**src/rtl/i2s_tx.sv**
```systemverilog
// i2s_tx: I2S transmitter with Q-format input scaling and a 2-entry sample FIFO.
// Define I2S_TX_SAT_EN to clamp out-of-range samples; otherwise the low bits wrap.
module i2s_tx #(
  parameter int DATA_WIDTH = 16,
  parameter int IN_WIDTH   = DATA_WIDTH + 16,
  parameter int FRAC_SHIFT = 15,
  parameter int CLK_DIV    = 4
) (
  input  logic                clk,
  input  logic                resetn,
  input  logic                en,
  input  logic [IN_WIDTH-1:0] s_data,
  input  logic                s_valid,
  output logic                s_ready,
  output logic                bclk,
  output logic                lrclk,
  output logic                sdata,
  output logic                underflow
);

  localparam int DIV_W = $clog2(CLK_DIV);
  localparam int BIT_W = $clog2(DATA_WIDTH);
  localparam logic [DIV_W-1:0] DIV_LAST = DIV_W'(CLK_DIV - 1);
  localparam logic [BIT_W-1:0] BIT_LAST = BIT_W'(DATA_WIDTH - 1);

  typedef enum logic {S_IDLE, S_RUN} state_t;

  // ---------------------------------------------------------------------------
  // Input conversion
  // ---------------------------------------------------------------------------
  logic signed [IN_WIDTH-1:0] w_shifted;
  logic [DATA_WIDTH-1:0]      w_conv;

  assign w_shifted = $signed(s_data) >>> FRAC_SHIFT;

`ifdef I2S_TX_SAT_EN
  logic w_pos_ovf;
  logic w_neg_ovf;

  // Out of range when the bits above the DATA_WIDTH sign bit disagree with it.
  assign w_pos_ovf = ~w_shifted[IN_WIDTH-1] & (|w_shifted[IN_WIDTH-2:DATA_WIDTH-1]);
  assign w_neg_ovf =  w_shifted[IN_WIDTH-1] & ~(&w_shifted[IN_WIDTH-2:DATA_WIDTH-1]);

  always_comb begin
    w_conv = w_shifted[DATA_WIDTH-1:0];
    if (w_pos_ovf) begin
      w_conv = {1'b0, {(DATA_WIDTH-1){1'b1}}};
    end else if (w_neg_ovf) begin
      w_conv = {1'b1, {(DATA_WIDTH-1){1'b0}}};
    end
  end
`else
  logic w_unused_hi;

  assign w_unused_hi = ^w_shifted[IN_WIDTH-1:DATA_WIDTH];
  assign w_conv      = w_shifted[DATA_WIDTH-1:0];
`endif

  // ---------------------------------------------------------------------------
  // Sample FIFO (2 entries)
  // ---------------------------------------------------------------------------
  logic [DATA_WIDTH-1:0] r_mem [0:1];
  logic                  r_wr_ptr;
  logic                  r_rd_ptr;
  logic [1:0]            r_count;
  logic [DATA_WIDTH-1:0] w_head;
  logic                  w_push;
  logic                  w_pop;
  logic                  w_fifo_empty;

  assign w_head       = r_mem[r_rd_ptr];
  assign w_fifo_empty = (r_count == 2'd0);
  assign s_ready      = (r_count != 2'd2);
  assign w_push       = s_valid & s_ready;

  always_ff @(posedge clk) begin
    if (!resetn) begin
      r_wr_ptr <= 1'b0;
      r_rd_ptr <= 1'b0;
      r_count  <= 2'd0;
    end else begin
      if (w_push) begin
        r_mem[r_wr_ptr] <= w_conv;
        r_wr_ptr        <= ~r_wr_ptr;
      end
      if (w_pop) begin
        r_rd_ptr <= ~r_rd_ptr;
      end
      case ({w_push, w_pop})
        2'b10:   r_count <= r_count + 2'd1;
        2'b01:   r_count <= r_count - 2'd1;
        default: r_count <= r_count;
      endcase
    end
  end

  // ---------------------------------------------------------------------------
  // Framing state machine
  // ---------------------------------------------------------------------------
  state_t                r_state;
  logic [DIV_W-1:0]      r_div;
  logic [BIT_W-1:0]      r_bitcnt;
  logic [DATA_WIDTH-2:0] r_shift;
  logic                  r_bclk;
  logic                  r_lrclk;
  logic                  r_sdata;
  logic                  r_underflow;
  logic                  r_first;
  logic                  r_stop;

  logic                  w_tc;
  logic                  w_fevent;
  logic [BIT_W-1:0]      w_bit_next;
  logic                  w_slot_start;
  logic                  w_stop;
  logic                  w_halt;

  assign w_tc         = (r_state == S_RUN) && (r_div == DIV_LAST);
  // The very first terminal count in RUN acts as a falling event even though bclk is low.
  assign w_fevent     = w_tc && (r_bclk || r_first);
  assign w_bit_next   = (r_first || (r_bitcnt == BIT_LAST)) ? '0 : r_bitcnt + 1'b1;
  assign w_slot_start = (w_bit_next == '0);
  assign w_stop       = r_stop || !en;
  assign w_halt       = w_fevent && w_slot_start && !r_lrclk && w_stop;
  assign w_pop        = w_fevent && w_slot_start && !w_halt && !w_fifo_empty;

  always_ff @(posedge clk) begin
    if (!resetn) begin
      r_state     <= S_IDLE;
      r_div       <= '0;
      r_bitcnt    <= '0;
      r_shift     <= '0;
      r_bclk      <= 1'b0;
      r_lrclk     <= 1'b0;
      r_sdata     <= 1'b0;
      r_underflow <= 1'b0;
      r_first     <= 1'b1;
      r_stop      <= 1'b0;
    end else begin
      r_underflow <= 1'b0;
      case (r_state)
        S_IDLE: begin
          r_div    <= '0;
          r_bitcnt <= '0;
          r_bclk   <= 1'b0;
          r_lrclk  <= 1'b0;
          r_sdata  <= 1'b0;
          r_first  <= 1'b1;
          r_stop   <= 1'b0;
          if (en && !w_fifo_empty) begin
            r_state <= S_RUN;
          end
        end
        S_RUN: begin
          if (!en) begin
            r_stop <= 1'b1;
          end
          if (!w_tc) begin
            r_div <= r_div + 1'b1;
          end else begin
            r_div <= '0;
            if (!w_fevent) begin
              r_bclk <= 1'b1;
            end else if (w_halt) begin
              r_state  <= S_IDLE;
              r_bclk   <= 1'b0;
              r_lrclk  <= 1'b0;
              r_sdata  <= 1'b0;
              r_bitcnt <= '0;
              r_shift  <= '0;
            end else begin
              r_first  <= 1'b0;
              r_bclk   <= 1'b0;
              r_bitcnt <= w_bit_next;
              if (w_slot_start) begin
                if (w_fifo_empty) begin
                  r_shift     <= '0;
                  r_sdata     <= 1'b0;
                  r_underflow <= 1'b1;
                end else begin
                  r_shift <= w_head[DATA_WIDTH-2:0];
                  r_sdata <= w_head[DATA_WIDTH-1];
                end
              end else begin
                r_sdata <= r_shift[DATA_WIDTH-2];
                r_shift <= {r_shift[DATA_WIDTH-3:0], 1'b0};
              end
              // Word select flips while the last bit is on the wire, one bclk ahead of the MSB.
              if (w_bit_next == BIT_LAST) begin
                r_lrclk <= ~r_lrclk;
              end
            end
          end
        end
        default: r_state <= S_IDLE;
      endcase
    end
  end

  assign bclk      = r_bclk;
  assign lrclk     = r_lrclk;
  assign sdata     = r_sdata;
  assign underflow = r_underflow;

endmodule

```
**config.mk**
```make
export PLATFORM = sky130hd
export DESIGN_NAME = i2s_tx
export DESIGN_NICKNAME = d
export VERILOG_FILES = /design/src/rtl/i2s_tx.sv
export SDC_FILE = /design/constraint.sdc
export NUM_CORES = 1
export LEC_CHECK = 0
export BUFFER_PORTS_ARGS = -buffer_cell sky130_fd_sc_hd__buf_2
export CAP_MARGIN = 20
export CORE_MARGIN = 2
export CORE_UTILIZATION = 50
export CTS_CLUSTER_DIAMETER = 100
export DETAILED_ROUTE_END_ITERATION = 16
export PLACE_DENSITY_LB_ADDON = 0.25
export SLEW_MARGIN = 20
export SYNTH_ARGS = -nofsm -noshare
export SYNTH_HDL_FRONTEND = slang
export SYNTH_SLANG_ARGS = --single-unit
```
**constraint.sdc**
```tcl
create_clock -name clk -period 2.7 [get_ports clk]
set_input_delay 0.135 -clock clk [delete_from_list [all_inputs] [get_ports clk]]
set_output_delay 0.135 -clock clk [all_outputs]
set_load 0.03 [all_outputs]
```
==> run summary, run 1 <==
=================================================================================
Status                                                               finished, final reports clean
Flop-to-flop setup slack                                                  0.35 ns
Largest net degree at the start of global routing                              27
Clock H-tree levels                                                             3
Met2 layer wire length in the routed design                               2290 µm
Layout fillers                                                                466
IR Drop Worst-Case VDD                                                   0.426 mV
Fraction of power spent switching nets                                      22.3%
Clock period minus final worst setup slack                                2.35 ns
Number of antenna violations at the first check in global routing               0
Actual transition at the worst max-transition pin                        0.792 ns
Aggregate global routing overflow                                               0
Final sum of negative setup slack                                            0 ns
Antenna cell count                                                              0
Relative contribution of combinational cells to total power                  6.7%
Met3 Routed Length                                                         160 µm
Detailed-route DRC error count                                                  0
Number of port buffers                                                         24
#FFs+latches synth                                                             65
Cell internal power dissipation                                         0.00146 W
CP Data Arrival Time                                                      2.62 ns
Count of warnings emitted by yosys                                              0
Relative slew slack                                                         47.2%
Fraction of layout instances using a drive strength above 1                 27.1%
Setup repair after global routing missed its margin                         false
Layout Nets                                                                   300
Gr usage total                                                              17.3%
Setup bufs post-CTS                                                             0
Post-synth net total                                                          258
Vias in the first global route                                               1764
Pwr per Cell Area                                                      565 nW/µm²
Pins Over Slew Limit                                                            0
Net switching power figure                                             0.000418 W
Post-Layout Cell Count                                                        338
Synthesized area per cell                                                13.3 µm²
Detailed Place HPWL                                                       3080 µm
Async SR Flop Fraction                                                         0%
Count of different cell masters after synthesis                                54
Required time of the critical path                                        2.96 ns
Final count of hold timing violations                                           0
Top_reg_cell synth                                                   sky130_fd_sc_hd__dfxtp_1
Reported max-cap violation count                                                0
Nature of the critical path endpoint                                     register
Routability-driven placement congestion ratio                               0.845
Number of placed instances, taps included                                     306
Number of clock buffers inserted by TritonCTS                                   9
Clock Skews                                                            0.00772 ns
Max clock buf depth                                                             2
Number of I/O pins                                                             41
TritonCTS clock tree                                                         done
Part of the total power dissipated in sequential elements                   57.6%
Die height                                                                80.3 µm
Clk sinks                                                                      65
Routed met1 length                                                        2430 µm
Number of iterations in the first detailed-routing pass                         4
Startpoint type of the worst setup path                                  register
Setup violators final                                                           0
Initial Utilization                                                         52.2%
Hold crit path type                                                        in2reg
Row Count                                                                      27
Worst Setup Path Type                                                     reg2reg
Routed vias/inst                                                             5.63
Static leakage power                                                      1.18 nW
Instance count of the mapped netlist                                          219
Worst-path maximum fanout                                                       7
Netlist area before placement                                            2910 µm²
Final worst-path cycle share                                                87.1%
Max Freq                                                                  425 MHz
Horizontal die dimension                                                  80.3 µm
Clock slew seen by the registers of the worst setup and hold paths        0.07 ns
Clock latency at the later pin of the worst-skew pair                     0.33 ns
Number of synthesized flops with an enable pin                                 32
Die outline area                                                         6440 µm²
Core Area                                                                5570 µm²
Part of the power in the clock network                                      35.7%
Average wire per standard cell                                            14.7 µm
Clock root buffer                                                    sky130_fd_sc_hd__clkbuf_8
Iteration-0 DRC count of the detailed router                                  178
Post-Route WL                                                             4950 µm
Sequential fraction of the synthesis area                                   55.8%
Global-route wire length before repair                                    8310 µm
Area growth from synthesis to layout                                        14.2%
Number of routed nets with antenna violations                                   0
Uppermost layer routed                                                       met4
Via total after detailed routing                                             1902
=================================================================================
## layer usage
metal  vias up  GRT usage (%)
met4         0           9.15
met1       907           23.6
met5         -              0
met2        37           25.3
met3         6           4.04
li1        952              -
## cells by family after synthesis
| group | after synthesis | share of synthesized area, % |
|---|---|---|
| XOR/XNOR | 4 | 1.20 |
| multiplexers | 18 | 6.24 |
| AND/OR/NAND/NOR | 50 | 9.98 |
| flip-flops | 65 | 55.8 |
| adder cells (fa/ha/maj) | 3 | 1.29 |
| AO/OA/AOI/OAI | 57 | 18.4 |
| buffers and inverters | 22 | 7.14 |
## layout make-up
cell class                      instances  area, µm²  share of cell area, %
Clock inverter                          4       22.5                  0.678
Inverter                                3       11.3                  0.339
Multi-Input combinational cell        132       1080                   32.6
Tap cell                               72       90.1                   2.71
Sequential cell                        65       1620                   48.9
Timing Repair Buffer                   50        355                   10.7
Clock buffer                           12        135                   4.07
## path summary, 6_finish.rpt
path,end,cells after the start,start
worst min register to register,r_div[0],1,r_div[0]
worst max register to register,r_count[1],7,r_bitcnt[0]
worst min-delay path,r_stop,3,en
worst max-delay path,r_count[1],7,r_bitcnt[0]
## sequential cells by signal, summed over array words and instances (netlist names), named ones only
signal and cells:
bclk 1, lrclk 1, r_bitcnt 4, r_count 2
r_div 2, r_first 1, r_mem 32, r_rd_ptr 1
r_shift 15, r_state 1, r_stop 1, r_wr_ptr 1
sdata 1, underflow 1
## worst max-delay path: stages, from the launching register on
cell	delay (ns)
sky130_fd_sc_hd__dfxtp_1	0.46
sky130_fd_sc_hd__ha_1	0.30
sky130_fd_sc_hd__xnor2_1	0.19
sky130_fd_sc_hd__a311oi_2	0.16
sky130_fd_sc_hd__nor4_2	0.34
sky130_fd_sc_hd__ha_1	0.33
sky130_fd_sc_hd__or3_1	0.35
sky130_fd_sc_hd__a21boi_0	0.15
## cell usage in the layout (no fill, tap or decap), types with 4 or more instances in the layout
master,netlist,final
sky130_fd_sc_hd__o21ai_0,4,4
sky130_fd_sc_hd__nand2_1,8,8
sky130_fd_sc_hd__o211ai_2,10,10
sky130_fd_sc_hd__dlygate4sd3_1,0,16
sky130_fd_sc_hd__buf_4,0,10
sky130_fd_sc_hd__o211ai_1,5,5
sky130_fd_sc_hd__clkbuf_8,7,9
sky130_fd_sc_hd__buf_2,1,24
sky130_fd_sc_hd__nand3_1,16,16
sky130_fd_sc_hd__xnor2_1,4,4
sky130_fd_sc_hd__dfxtp_1,33,33
sky130_fd_sc_hd__edfxtp_1,32,32
sky130_fd_sc_hd__o2111ai_1,14,14
sky130_fd_sc_hd__mux2i_1,17,17
## Yosys cell counts, types with 2 or more instances
master	number	share of area (%)
sky130_fd_sc_hd__a21o_1	3	0.77
sky130_fd_sc_hd__a311oi_2	2	1.0
sky130_fd_sc_hd__a31oi_1	2	0.43
sky130_fd_sc_hd__and2_1	2	0.43
sky130_fd_sc_hd__buf_6	5	1.9
sky130_fd_sc_hd__clkbuf_1	3	0.39
sky130_fd_sc_hd__clkbuf_8	7	3.3
sky130_fd_sc_hd__dfxtp_1	33	23
sky130_fd_sc_hd__edfxtp_1	32	33
sky130_fd_sc_hd__ha_1	3	1.3
sky130_fd_sc_hd__inv_1	3	0.39
sky130_fd_sc_hd__mux2i_1	17	5.9
sky130_fd_sc_hd__nand2_1	8	1.0
sky130_fd_sc_hd__nand2b_1	2	0.43
sky130_fd_sc_hd__nand3_1	16	2.8
sky130_fd_sc_hd__nor2_1	3	0.39
sky130_fd_sc_hd__nor3b_1	2	0.52
sky130_fd_sc_hd__nor4_1	2	0.43
sky130_fd_sc_hd__o2111ai_1	14	4.2
sky130_fd_sc_hd__o211ai_1	5	1.3
sky130_fd_sc_hd__o211ai_2	10	4.3
sky130_fd_sc_hd__o21ai_0	4	0.69
sky130_fd_sc_hd__o311a_1	3	1.0
sky130_fd_sc_hd__or2_2	2	0.43
sky130_fd_sc_hd__or3_1	3	0.65
sky130_fd_sc_hd__or4_1	2	0.52
sky130_fd_sc_hd__xnor2_1	4	1.2
## stage by stage
step	cell area, µm²	hold slack (ns)	worst slack [ns]	power (W)	util, %
2_1_floorplan	2910	0.234	0.120	0.00117	-
3_3_place_gp	3000	0.322	0.400	0.00121	53.8
3_5_place_dp	3000	0.326	0.360	0.00121	53.8
4_1_cts	3320	0.136	0.354	0.00190	59.6
5_1_grt	3320	0.155	0.173	0.00196	59.6
6_report	3320	0.150	0.348	0.00188	59.6
## repair_timing
item,CTS,global route
hold buffers,16,0
endpoints found under the hold margin,32,0
resized for setup,0,0
## power by group through the flow
stage                     registers (W)  clock network, W  logic (W)
after floorplan                 0.00110                 0  0.0000732
after global placement          0.00110                 0   0.000107
after detailed placement        0.00110                 0   0.000110
after CTS                       0.00108          0.000694   0.000128
after global routing            0.00108          0.000734   0.000140
final                           0.00108          0.000669   0.000125
Power figures use the tool's default switching activity.
==> run 2, diff against run 1 <==
--- a/config.mk
+++ b/config.mk
@@ -7,8 +7,10 @@
 export LEC_CHECK = 0
 export BUFFER_PORTS_ARGS = -buffer_cell sky130_fd_sc_hd__buf_2
 export CAP_MARGIN = 20
+export CELL_PAD_IN_SITES_DETAIL_PLACEMENT = 1
+export CELL_PAD_IN_SITES_GLOBAL_PLACEMENT = 1
 export CORE_MARGIN = 2
-export CORE_UTILIZATION = 50
+export CORE_UTILIZATION = 46
 export CTS_CLUSTER_DIAMETER = 100
 export DETAILED_ROUTE_END_ITERATION = 16
 export PLACE_DENSITY_LB_ADDON = 0.25
@@ -16,3 +18,4 @@
 export SYNTH_ARGS = -nofsm -noshare
 export SYNTH_HDL_FRONTEND = slang
 export SYNTH_SLANG_ARGS = --single-unit
+export TNS_END_PERCENT = 20
==> run summary, run 2 (synthesized netlist as in run 1, its figures left out) <==
=================================================================================
Required time of the critical path                                        2.97 ns   was 2.96 ns
Number of flip-flops in the largest register                                   32   unchanged
Status                                                               finished, final reports clean   unchanged
Nature of the critical path endpoint                                     register   unchanged
Hold-critical path depth                                                        3   unchanged
Setup violators final                                                           0   unchanged
Relative slew slack                                                         48.8%   was 47.2%
Max clock buf depth                                                             2   unchanged
Clock root buffer                                                    sky130_fd_sc_hd__clkbuf_8   unchanged
IR Drop Worst-Case VDD                                                   0.371 mV   was 0.426 mV
Clock latency at the later pin of the worst-skew pair                     0.34 ns   was 0.33 ns
Routability-driven placement congestion ratio                               0.771   was 0.845
Clock Skews                                                             0.0106 ns   was 0.00772 ns
Detailed Place HPWL                                                       3760 µm   was 3080 µm
Die outline area                                                         6970 µm²   was 6440 µm²
Average wire per standard cell                                            17.3 µm   was 14.7 µm
Worst-path maximum fanout                                                       7   unchanged
Core Area                                                                6030 µm²   was 5570 µm²
Number of I/O pins                                                             41   unchanged
Largest registers                                                    r_mem (32), r_shift (15), r_bitcnt (4)   unchanged
Via total after detailed routing                                             1976   was 1902
Number of routed nets with antenna violations                                   0   unchanged
Final count of hold timing violations                                           0   unchanged
Static leakage power                                                      1.19 nW   was 1.18 nW
Antenna cell count                                                              0   unchanged
Min-Delay Startpoint                                                           en   unchanged
Setup repair after global routing missed its margin                         false   unchanged
Die height                                                                83.5 µm   was 80.3 µm
Area growth from synthesis to layout                                        15.3%   was 14.2%
Global-route wire length before repair                                   10400 µm   was 8310 µm
Number of port buffers                                                         24   unchanged
Startpoint type of the worst setup path                                  register   unchanged
Max Freq                                                                  418 MHz   was 425 MHz
Post-Route WL                                                             5950 µm   was 4950 µm
Endpoint of the worst-slack reg-to-reg timing path                     r_count[1]   unchanged
Pins Over Slew Limit                                                            0   unchanged
Layout Nets                                                                   304   was 300
Clock slew seen by the registers of the worst setup and hold paths        0.07 ns   about the same
Number of clock buffers inserted by TritonCTS                                   9   unchanged
Number of antenna violations at the first check in global routing               0   unchanged
Clock H-tree levels                                                             3   unchanged
Pwr per Cell Area                                                      566 nW/µm²   was 565 nW/µm²
Register with the most flip-flops                                           r_mem   unchanged
Flop-to-flop setup slack                                                  0.31 ns   was 0.35 ns
Clk sinks                                                                      65   unchanged
Detailed-route DRC error count                                                  0   unchanged
Clock period minus final worst setup slack                                2.39 ns   was 2.35 ns
Fraction of layout instances using a drive strength above 1                 27.8%   was 27.1%
Setup bufs post-CTS                                                             0   unchanged
Depth of the most critical reg-to-reg path                                      7   unchanged
Largest net degree at the start of global routing                              36   was 27
Horizontal die dimension                                                  83.5 µm   was 80.3 µm
CP Data Arrival Time                                                      2.66 ns   was 2.62 ns
Reported max-cap violation count                                                0   unchanged
Most frequent cells in the layout                                    sky130_fd_sc_hd__dfxtp_1, sky130_fd_sc_hd__edfxtp_1, sky130_fd_sc_hd__buf_2   unchanged
Final worst-path cycle share                                                88.7%   was 87.1%
Cell area reported after detailed placement                              3040 µm²   was 3000 µm²
Vias in the first global route                                               2094   was 1764
Worst Setup Path Type                                                     reg2reg   unchanged
Crit Reg-Reg Startpoint                                               r_bitcnt[0]   unchanged
Worst min-delay path endpoint                                              r_stop   unchanged
Hold crit path type                                                        in2reg   unchanged
TritonCTS clock tree                                                         done   unchanged
Leading cell type in the layout, fill and taps excluded              sky130_fd_sc_hd__dfxtp_1   unchanged
Overall power of the completed layout                                   0.00190 W   was 0.00188 W
Design area                                                              3350 µm²   was 3320 µm²
Aggregate global routing overflow                                               0   unchanged
Iteration-0 DRC count of the detailed router                                  150   was 178
Gr usage total                                                              19.2%   was 17.3%
Routed vias/inst                                                             5.73   was 5.63
Row Count                                                                      28   was 27
Initial Utilization                                                         48.3%   was 52.2%
Actual transition at the worst max-transition pin                        0.768 ns   was 0.792 ns
Final sum of negative setup slack                                            0 ns   unchanged
Number of iterations in the first detailed-routing pass                         4   unchanged
=================================================================================
## run 2: final cells by class
| class | instances | area [µm²] |
|---|---|---|
| well taps | 75 | 93.8 |
| flip-flops and latches | 65 | 1620 |
| fillers | 629 | 2670 |
| repair buffers | 54 | 385 |
| inverters | 3 | 11.3 |
| clock buffers | 12 | 135 |
| multi-input cells | 132 | 1080 |
| clock inverters | 4 | 21.3 |
## run 2: routing by layer
metal  vias up  part of all wire [%]  global-route usage (%)  wire [µm]
li1        961                     -                       -          -
met1       966                    45                    24.5       2670
met2        40                    50                    31.1       2970
met3         9                   3.7                    4.95        219
met4         0                   1.6                    7.92         96
met5         -                     0                       0          0
## run 2: stage by stage
| step | util, % | cells | hold WS (ns) | setup slack (ns) |
|---|---|---|---|---|
| finish | 55.6 | 345 | 0.156 | 0.306 |
| floorplan | - | 219 | 0.234 | 0.120 |
| global placement | 50.4 | 313 | 0.323 | 0.362 |
| CTS | 55.6 | 345 | 0.145 | 0.315 |
| detailed placement | 50.4 | 313 | 0.326 | 0.300 |
| global route | 55.6 | 345 | 0.163 | 0.164 |
## run 2: timing repair
| action | in CTS | in global routing |
|---|---|---|
| setup endpoints to repair | 0 | 0 |
| hold endpoints to repair | 32 | 0 |
| resized for setup | 0 | 0 |
| hold buffers | 16 | 0 |
## run 2: worst max-delay path, stage by stage, from the launching register on
cell                       delay (ns)
sky130_fd_sc_hd__dfxtp_1         0.47
sky130_fd_sc_hd__ha_1            0.31
sky130_fd_sc_hd__xnor2_1         0.12
sky130_fd_sc_hd__a311oi_2        0.48
sky130_fd_sc_hd__nor4_2          0.11
sky130_fd_sc_hd__ha_1            0.33
sky130_fd_sc_hd__or3_1           0.34
sky130_fd_sc_hd__a21boi_0        0.16
## run 2: where the power goes
| part | internal (W) | switching (W) |
|---|---|---|
| Sequential | 0.00107 | 0.0000130 |
| Clock | 0.000328 | 0.000359 |
| Combinational | 0.0000605 | 0.0000687 |
| Total | 0.00146 | 0.000441 |
## run 2: worst max-delay path by stage
stage / startpoint / end / slack, ns / cells after the start
finish: r_bitcnt[0] / r_count[1] / 0.31 / 7
global route: r_bitcnt[0] / r_count[1] / 0.16 / 7
CTS: r_bitcnt[0] / r_count[1] / 0.31 / 7
detailed placement: r_bitcnt[0] / r_count[1] / 0.30 / 7
floorplan: r_count[0] / r_mem[0][0] / 0.12 / 3
global placement: r_div[0] / r_count[1] / 0.36 / 7
